--- config.mk ---
export PLATFORM = sky130hd
export DESIGN_NAME = uart_rx_deserializer
export DESIGN_NICKNAME = d
export VERILOG_FILES = /design/src/rtl/uart_rx_deserializer.sv
export SDC_FILE = /design/constraint.sdc
export NUM_CORES = 1
export LEC_CHECK = 0
export BUFFER_PORTS_ARGS = -buffer_cell sky130_fd_sc_hd__buf_2
export CAP_MARGIN = 10
export CELL_PAD_IN_SITES_DETAIL_PLACEMENT = 2
export CELL_PAD_IN_SITES_GLOBAL_PLACEMENT = 2
export CORE_MARGIN = 4
export CORE_UTILIZATION = 36
export CTS_CLUSTER_SIZE = 24
export DETAILED_ROUTE_END_ITERATION = 16
export GPL_ROUTABILITY_DRIVEN = 0
export PLACE_DENSITY = 0.74
export SYNTH_ARGS = -nofsm -noshare
export SYNTH_HDL_FRONTEND = slang
export SYNTH_SLANG_ARGS = --single-unit
--- constraint.sdc ---
create_clock -name clk -period 1.5 [get_ports clk]
set_input_delay 0.15 -clock clk [delete_from_list [all_inputs] [get_ports clk]]
set_output_delay 0.15 -clock clk [all_outputs]
set_load 0.02 [all_outputs]
--- src/rtl/uart_rx_deserializer.sv ---
// ---------------------------------------------------------------------------
// uart_rx_deserializer
//
// Serial-to-parallel front end of the UART receiver. The asynchronous rx line
// is synchronised, a start bit is qualified at mid-bit, 8 data bits are
// shifted in LSB-first and the stop bit is checked. A good frame updates data
// and pulses ready for one cycle. A low stop bit pulses frame_err for one
// cycle and discards the byte.
//
// Ports
//   clk        in   1  system clock, rising edge
//   rst        in   1  synchronous reset, active-high
//   rx         in   1  asynchronous serial line, idle high
//   data       out  8  last correctly framed byte, held until next good frame
//   ready      out  1  one-cycle pulse: data updated this cycle
//   frame_err  out  1  one-cycle pulse: stop bit sampled low, byte discarded
//   busy       out  1  high while the FSM is not idle
// ---------------------------------------------------------------------------
module uart_rx_deserializer #(
  parameter int CLKS_PER_BIT = 16,
  parameter int DATA_BITS    = 8
) (
  input  logic       clk,
  input  logic       rst,
  input  logic       rx,
  output logic [7:0] data,
  output logic       ready,
  output logic       frame_err,
  output logic       busy
);

  localparam int             CW       = $clog2(CLKS_PER_BIT);
  localparam logic [CW-1:0]  HALF_M1  = CW'(CLKS_PER_BIT / 2 - 1);
  localparam logic [CW-1:0]  FULL_M1  = CW'(CLKS_PER_BIT - 1);
  localparam logic [2:0]     BIT_LAST = 3'(DATA_BITS - 1);

  typedef enum logic [1:0] {
    IDLE  = 2'd0,
    START = 2'd1,
    DATA  = 2'd2,
    STOP  = 2'd3
  } state_t;

  state_t          state_r;
  state_t          state_next_s;
  logic            rx_meta_r;
  logic            rx_s;
  logic [CW-1:0]   cnt_r;
  logic [2:0]      bit_idx_r;
  logic [7:0]      shift_r;
  logic            shift_en_s;
  logic            stop_good_s;
  logic            stop_bad_s;
  logic            good_r;
  logic            bad_r;
  logic [7:0]      data_r;
  logic            ready_r;
  logic            frame_err_r;
  logic            busy_r;

  // Two-flop synchroniser; both stages reset to the idle-high line level.
  always_ff @(posedge clk) begin
    if (rst) begin
      rx_meta_r <= 1'b1;
      rx_s      <= 1'b1;
    end else begin
      rx_meta_r <= rx;
      rx_s      <= rx_meta_r;
    end
  end

  // Next-state logic and per-cycle sample strobes.
  always_comb begin
    state_next_s = state_r;
    shift_en_s   = 1'b0;
    stop_good_s  = 1'b0;
    stop_bad_s   = 1'b0;
    case (state_r)
      IDLE: begin
        if (!rx_s) begin
          state_next_s = START;
        end else begin
          state_next_s = IDLE;
        end
      end
      START: begin
        // Mid start bit: a line that has gone high again was only a glitch.
        if (cnt_r == HALF_M1) begin
          if (!rx_s) begin
            state_next_s = DATA;
          end else begin
            state_next_s = IDLE;
          end
        end else begin
          state_next_s = START;
        end
      end
      DATA: begin
        if (cnt_r == FULL_M1) begin
          shift_en_s = 1'b1;
          if (bit_idx_r == BIT_LAST) begin
            state_next_s = STOP;
          end else begin
            state_next_s = DATA;
          end
        end else begin
          state_next_s = DATA;
        end
      end
      STOP: begin
        // Leaving here mid-stop-bit lets a back-to-back start edge be caught.
        if (cnt_r == FULL_M1) begin
          state_next_s = IDLE;
          if (rx_s) begin
            stop_good_s = 1'b1;
          end else begin
            stop_bad_s  = 1'b1;
          end
        end else begin
          state_next_s = STOP;
        end
      end
      default: begin
        state_next_s = IDLE;
      end
    endcase
  end

  // State register and busy flag.
  always_ff @(posedge clk) begin
    if (rst) begin
      state_r <= IDLE;
      busy_r  <= 1'b0;
    end else begin
      state_r <= state_next_s;
      busy_r  <= (state_next_s != IDLE);
    end
  end

  // Bit-period counter: clears on any state change and at each data bit boundary.
  always_ff @(posedge clk) begin
    if (rst) begin
      cnt_r <= '0;
    end else if ((state_next_s != state_r) || (state_r == IDLE)) begin
      cnt_r <= '0;
    end else if ((state_r == DATA) && (cnt_r == FULL_M1)) begin
      cnt_r <= '0;
    end else begin
      cnt_r <= cnt_r + {{(CW-1){1'b0}}, 1'b1};
    end
  end

  // Bit index and LSB-first shift register.
  always_ff @(posedge clk) begin
    if (rst) begin
      bit_idx_r <= 3'd0;
      shift_r   <= 8'h00;
    end else if (state_r != DATA) begin
      bit_idx_r <= 3'd0;
      shift_r   <= shift_r;
    end else if (shift_en_s) begin
      bit_idx_r          <= bit_idx_r + 3'd1;
      shift_r[bit_idx_r] <= rx_s;
    end else begin
      bit_idx_r <= bit_idx_r;
      shift_r   <= shift_r;
    end
  end

  // Stop-bit verdict stage followed by the registered output stage.
  always_ff @(posedge clk) begin
    if (rst) begin
      good_r      <= 1'b0;
      bad_r       <= 1'b0;
      data_r      <= 8'h00;
      ready_r     <= 1'b0;
      frame_err_r <= 1'b0;
    end else begin
      good_r      <= stop_good_s;
      bad_r       <= stop_bad_s;
      ready_r     <= good_r;
      frame_err_r <= bad_r;
      if (good_r) begin
        data_r <= shift_r;
      end else begin
        data_r <= data_r;
      end
    end
  end

  assign data      = data_r;
  assign ready     = ready_r;
  assign frame_err = frame_err_r;
  assign busy      = busy_r;

endmodule

* Word level (Yosys, flattened, before mapping) *
Cells that the tools add are included.

operators by class
  reductions and logical operators = 9
  equal/unequal tests = 8
  bitwise gates (word level) = 3
  mux-type cells = 14
  magnitude comparators = 2
  add/sub/neg operators = 2

operators with widths
  cell                                                                                 number
  8-bit bitwise mux                                                                    1
  2-bit 2-to-1 mux                                                                     4
  2-bit case mux with 4 select lines                                                   1
  1-bit 2-to-1 mux                                                                     7
  3-bit OR reduction                                                                   2
  4-bit by 1-bit adder with 4-bit output, second input constant                        1
  2-bit == test, second input constant                                                 2
  4-bit by 3-bit == test with 1-bit output, second input constant                      1
  4-bit == test, second input constant                                                 1
  3-bit by 4-bit < comparator with 1-bit output, second input constant                 1
  3-bit by 1-bit adder with 3-bit output, second input constant                        1
  1-bit demux with 3-bit select                                                        1
  3-bit == test, second input constant                                                 1
  3-bit by 1-bit greater-or-equal comparator with 1-bit output, second input constant  1
  1-bit NOT                                                                            3
  2-bit by 1-bit == test with 1-bit output, second input constant                      1
  1-bit logical AND                                                                    2
  2-bit logical NOT                                                                    1
  2-bit != test                                                                        1
  2-bit != test, second input constant                                                 1
  2-bit AND reduction                                                                  1
  2-bit nonzero test                                                                   1
  2-bit OR reduction                                                                   1
  1-bit logical OR                                                                     1

storage, ports and cells
  register bits after elaboration = 32

* Longest topological paths before layout *
  depth in word-level cells = 7
  depth in mapped cells = 5
  gate-level depth less buffers = 5

* Worst setup path after synthesis *
Ideal clock, no wire load.

  path kind = flip-flop to flip-flop
  start = reg bit_idx_r[1]
  end = reg busy_r, in the netlist busy
  library setup time = 0.134 ns
  period minus slack after synthesis = 1.289 ns
  arrival = 1.155 ns
  stages on the path, launching flop included = 6
  path slack = 0.211 ns
  path buffers = 0
  cell sequence = dfxtp_1 -> ha_1 -> ha_1 -> and3_2 -> a22oi_1 -> o211ai_1

on the way
  longest elaborated chain between the ends = 5

ends and longest elaborated chain
  what                                line  RTL
  from (decl)                         49    logic [2:0] bit_idx_r;
  from (signal assigned)              162   bit_idx_r <= bit_idx_r + 3'd1;
  from (signal assigned)              165   bit_idx_r <= bit_idx_r;
  3-bit == test                       101   if (bit_idx_r == BIT_LAST) begin
  1-bit 2-to-1 mux                    101
  2-bit 2-to-1 mux                    99    if (cnt_r == FULL_M1) begin
  2-bit case mux with 4 select lines  78    case (state_r)
  2-bit nonzero test                  136   busy_r <= (state_next_s != IDLE);
  to (signal assigned)                136
  to (decl)                           59    logic busy_r;

No other way between the ends.
A chain may end at the register's enable or synchronous reset.

* Final worst setup path *
  start = reg bit_idx_r[0]
  end = reg busy_r, in the netlist busy

The elaborated chain is that of the path after synthesis.

==> impl_results.md <==
- Dpl hpwl: ~2300 µm
- Clock net sink count: 32
- Worst-margin pin slew: 571 ps
- CP endpoint kind: flip-flop
- CP max FO: 4
- Worst slew margin: approximately three fifths
- Root Buffer: clkbuf_8
- Final min period: approximately 1400 ps
- Met2 Track Usage GR: 26.6%
- Startpoint Class: flip-flop
- Total number of vias: 994
- Final Non-Filler Cells: 193
- First-pass iteration count of the detailed router: 5
- Final wirelength: 3280 µm
- H-Tree Depth: 2
- Worst hold path class: primary input to flip-flop
- R2R Path End: busy
- Final nets: between 150 and 200
- Design Power: 0.00172 W
- Vias in the first global route: 1101
- Most frequent cells in the layout: dfxtp_1, mux2i_1, nand2_1
- Crit path top cell by count: ha_1
- Seq/Total Area, Yosys: 47.5%
- Cell accounting for the most synthesized area: dfxtp_1
- Number of buffers created by CTS: 5
- Share of layout cells above drive strength 1: 24.5%
- Peak Freq: 0.715 GHz
- CP Cell Sequence: ha_1, ha_1, and3_2, a22oi_2, o211ai_1
- Worst R2R Setup Slack: 100 ps
- Slowest stage delay, CP: roughly 350 ps
- Hold-fix buffers, CTS: 0
- P&R area growth vs syn: 14.9%
- Total Routing Usage GR: 15.3%
- Library cells used by synthesis: 35
- #FFs+latches synth: 32
- Count of cells resized by post-cts repair: 0
- Met1 usage: 17.5%
- FF-to-FF path depth: 5
- Clock Path Buffers: 2
- Input/output buffers: 13
- Cell Count Post-Placement: 185
- Initial drt markers: 60
- CP max stage cell: dfxtp_1
- Num ports: 14
- DRC: 0
- Die X: 69.2 µm
- Slew Limit Fails: 0
- Post-DRT Antenna Nets: 0
- Drt wl/cell: 17.0 µm
- Fin. Hold Viols: 0
- Syn Area/Cell: 10.3 µm²
- Maximum vdd drop: 0.682 mV
- Latest clock arrival within the worst-skew pair: 290 ps
- Top cells by area, synth: dfxtp_1, mux2i_1, nand2_1, nor2_1, ha_1
- Global route overflow: 0
- Post-CTS setup buffer count: 0
- Setup crit end: busy
- Setup TNS: 0 ps
- Status: finished clean
- Commonest non-fill, non-tap cell in the layout: dfxtp_1
- Crit path kind: flip-flop to flip-flop
- CP Buf/Inv Count: 0
- Largest delay share family, worst path: adder cells
- Layer with the highest usage: met2
- Post-synth top area share: between 40 and 50%
- Row count: 21
- First-pass GRT wire length: 5670 µm
- R2R Path Start: bit_idx_r[0]
- Final setup vio count: 0
- Die Y: around 70 µm
- # Max-Cap Violations: 0
- Levels on crit path: 5
- CTS tree: done
- Syn nets: ~140
- Pwr dens: 1110 nW/µm²
- Post-Syn Area: 1350 µm²
- P_leak: 0.680 nW
- Synth Instances: 131
- Fillers: 392
- Core footprint: 3470 µm²
- Period utilization: 93.2%
- Initial Util: roughly 39%
- Worst EP required: between 1500 and 2000 ps
- Die area: between 4000 and 5000 µm²
- Vias per inst: 5.15
- Predominant post-synthesis flop cell: dfxtp_1
- CP Launch Point: bit_idx_r[0]
- Post-synth ARST share: 0%
- Clock Pin Slew Worst Setup and Hold Paths: ~60 ps
- Unrepaired setup endpoints after global routing: false
- EDFF count, synth: 0
- GR Layer Usage met3: 3.62%
- Clk_skew: about 9.7 ps
- Critical Path AT: approximately 1600 ps
- Initial antenna violation count: 0
- Yosys warning count: 0
- Ant diodes: 0
- Largest net degree at the start of global routing: 17
-- cells in the mapped netlist (2+ instances only) --
master / n
dfxtp_1: 32
mux2i_1: 18
nand2_1: 17
nor2_1: 11
inv_1: 4
nor2b_1: 4
buf_4: 3
ha_1: 3
nor3_1: 3
a21oi_1: 2
and4bb_2: 2
buf_2: 2
buf_6: 2
nand4_1: 2
nor4b_1: 2
o211ai_1: 2
o21ai_0: 2
or2_2: 2
xor2_1: 2
-- cell families (layout without fill, tap and decap cells) --
logic type,after synthesis,in the layout,synth area share [%]
compound gates,9,9,4.36
xor+xnor,3,3,1.95
fa+ha+maj,3,3,2.79
buf+inv,12,28,5.48
flops,32,32,47.5
mux,18,18,13.4
simple gates,54,54,24.5
-- routing by layer --
metal / up-vias / share of wire (%)
met5: - / 0
met4: 0 / 1.4
met3: 6 / 3.5
met2: 16 / 53
met1: 492 / 42
li1: 480 / -
-- state kept, by name (all words and copies together), names as in the netlist --
signal and flops:
data 8, bit_idx_r 3, rx_meta_r 1, shift_r 8, ready 1, rx_s 1
state_r 2, good_r 1, bad_r 1, cnt_r 4, busy 1, frame_err 1
-- power by group --
part           total [W]  switching (W)  internal, W
combinational  0.0000475      0.0000305    0.0000171
sequential      0.000865     0.00000882     0.000857
clock           0.000804       0.000312     0.000492
-- worst min-delay path by stage --
stage | endpoint | depth (start not counted) | from
2_1_floorplan | frame_err | 1 | rst
3_3_place_gp | rx_meta_r | 2 | rx
3_5_place_dp | rx_meta_r | 2 | rx
4_1_cts | rx_meta_r | 2 | rx
5_1_grt | rx_meta_r | 2 | rx
6_report | rx_meta_r | 2 | rx
-- layout make-up --
class	count	area, µm²	share of cell area (%)
tap	46	57.6	3.72
sequential	32	641	41.4
clock inverter	2	35.0	2.26
clock buffer	6	72.6	4.68
timing repair buffer	16	87.6	5.65
multi-input combinational	87	641	41.4
inverter	4	15.0	0.969
-- metrics by stage --
stage	area (µm²)	hold WS, ps	util [%]	setup slack [ps]
after floorplan	1350	222	-	211
after detailed placement	1430	340	41.3	41.4
final	1550	51.8	44.7	102
after CTS	1540	47.5	44.4	16.4
after global routing	1550	50.7	44.7	10.1
after global placement	1430	334	41.3	113
Power figures use the tool's default switching activity.
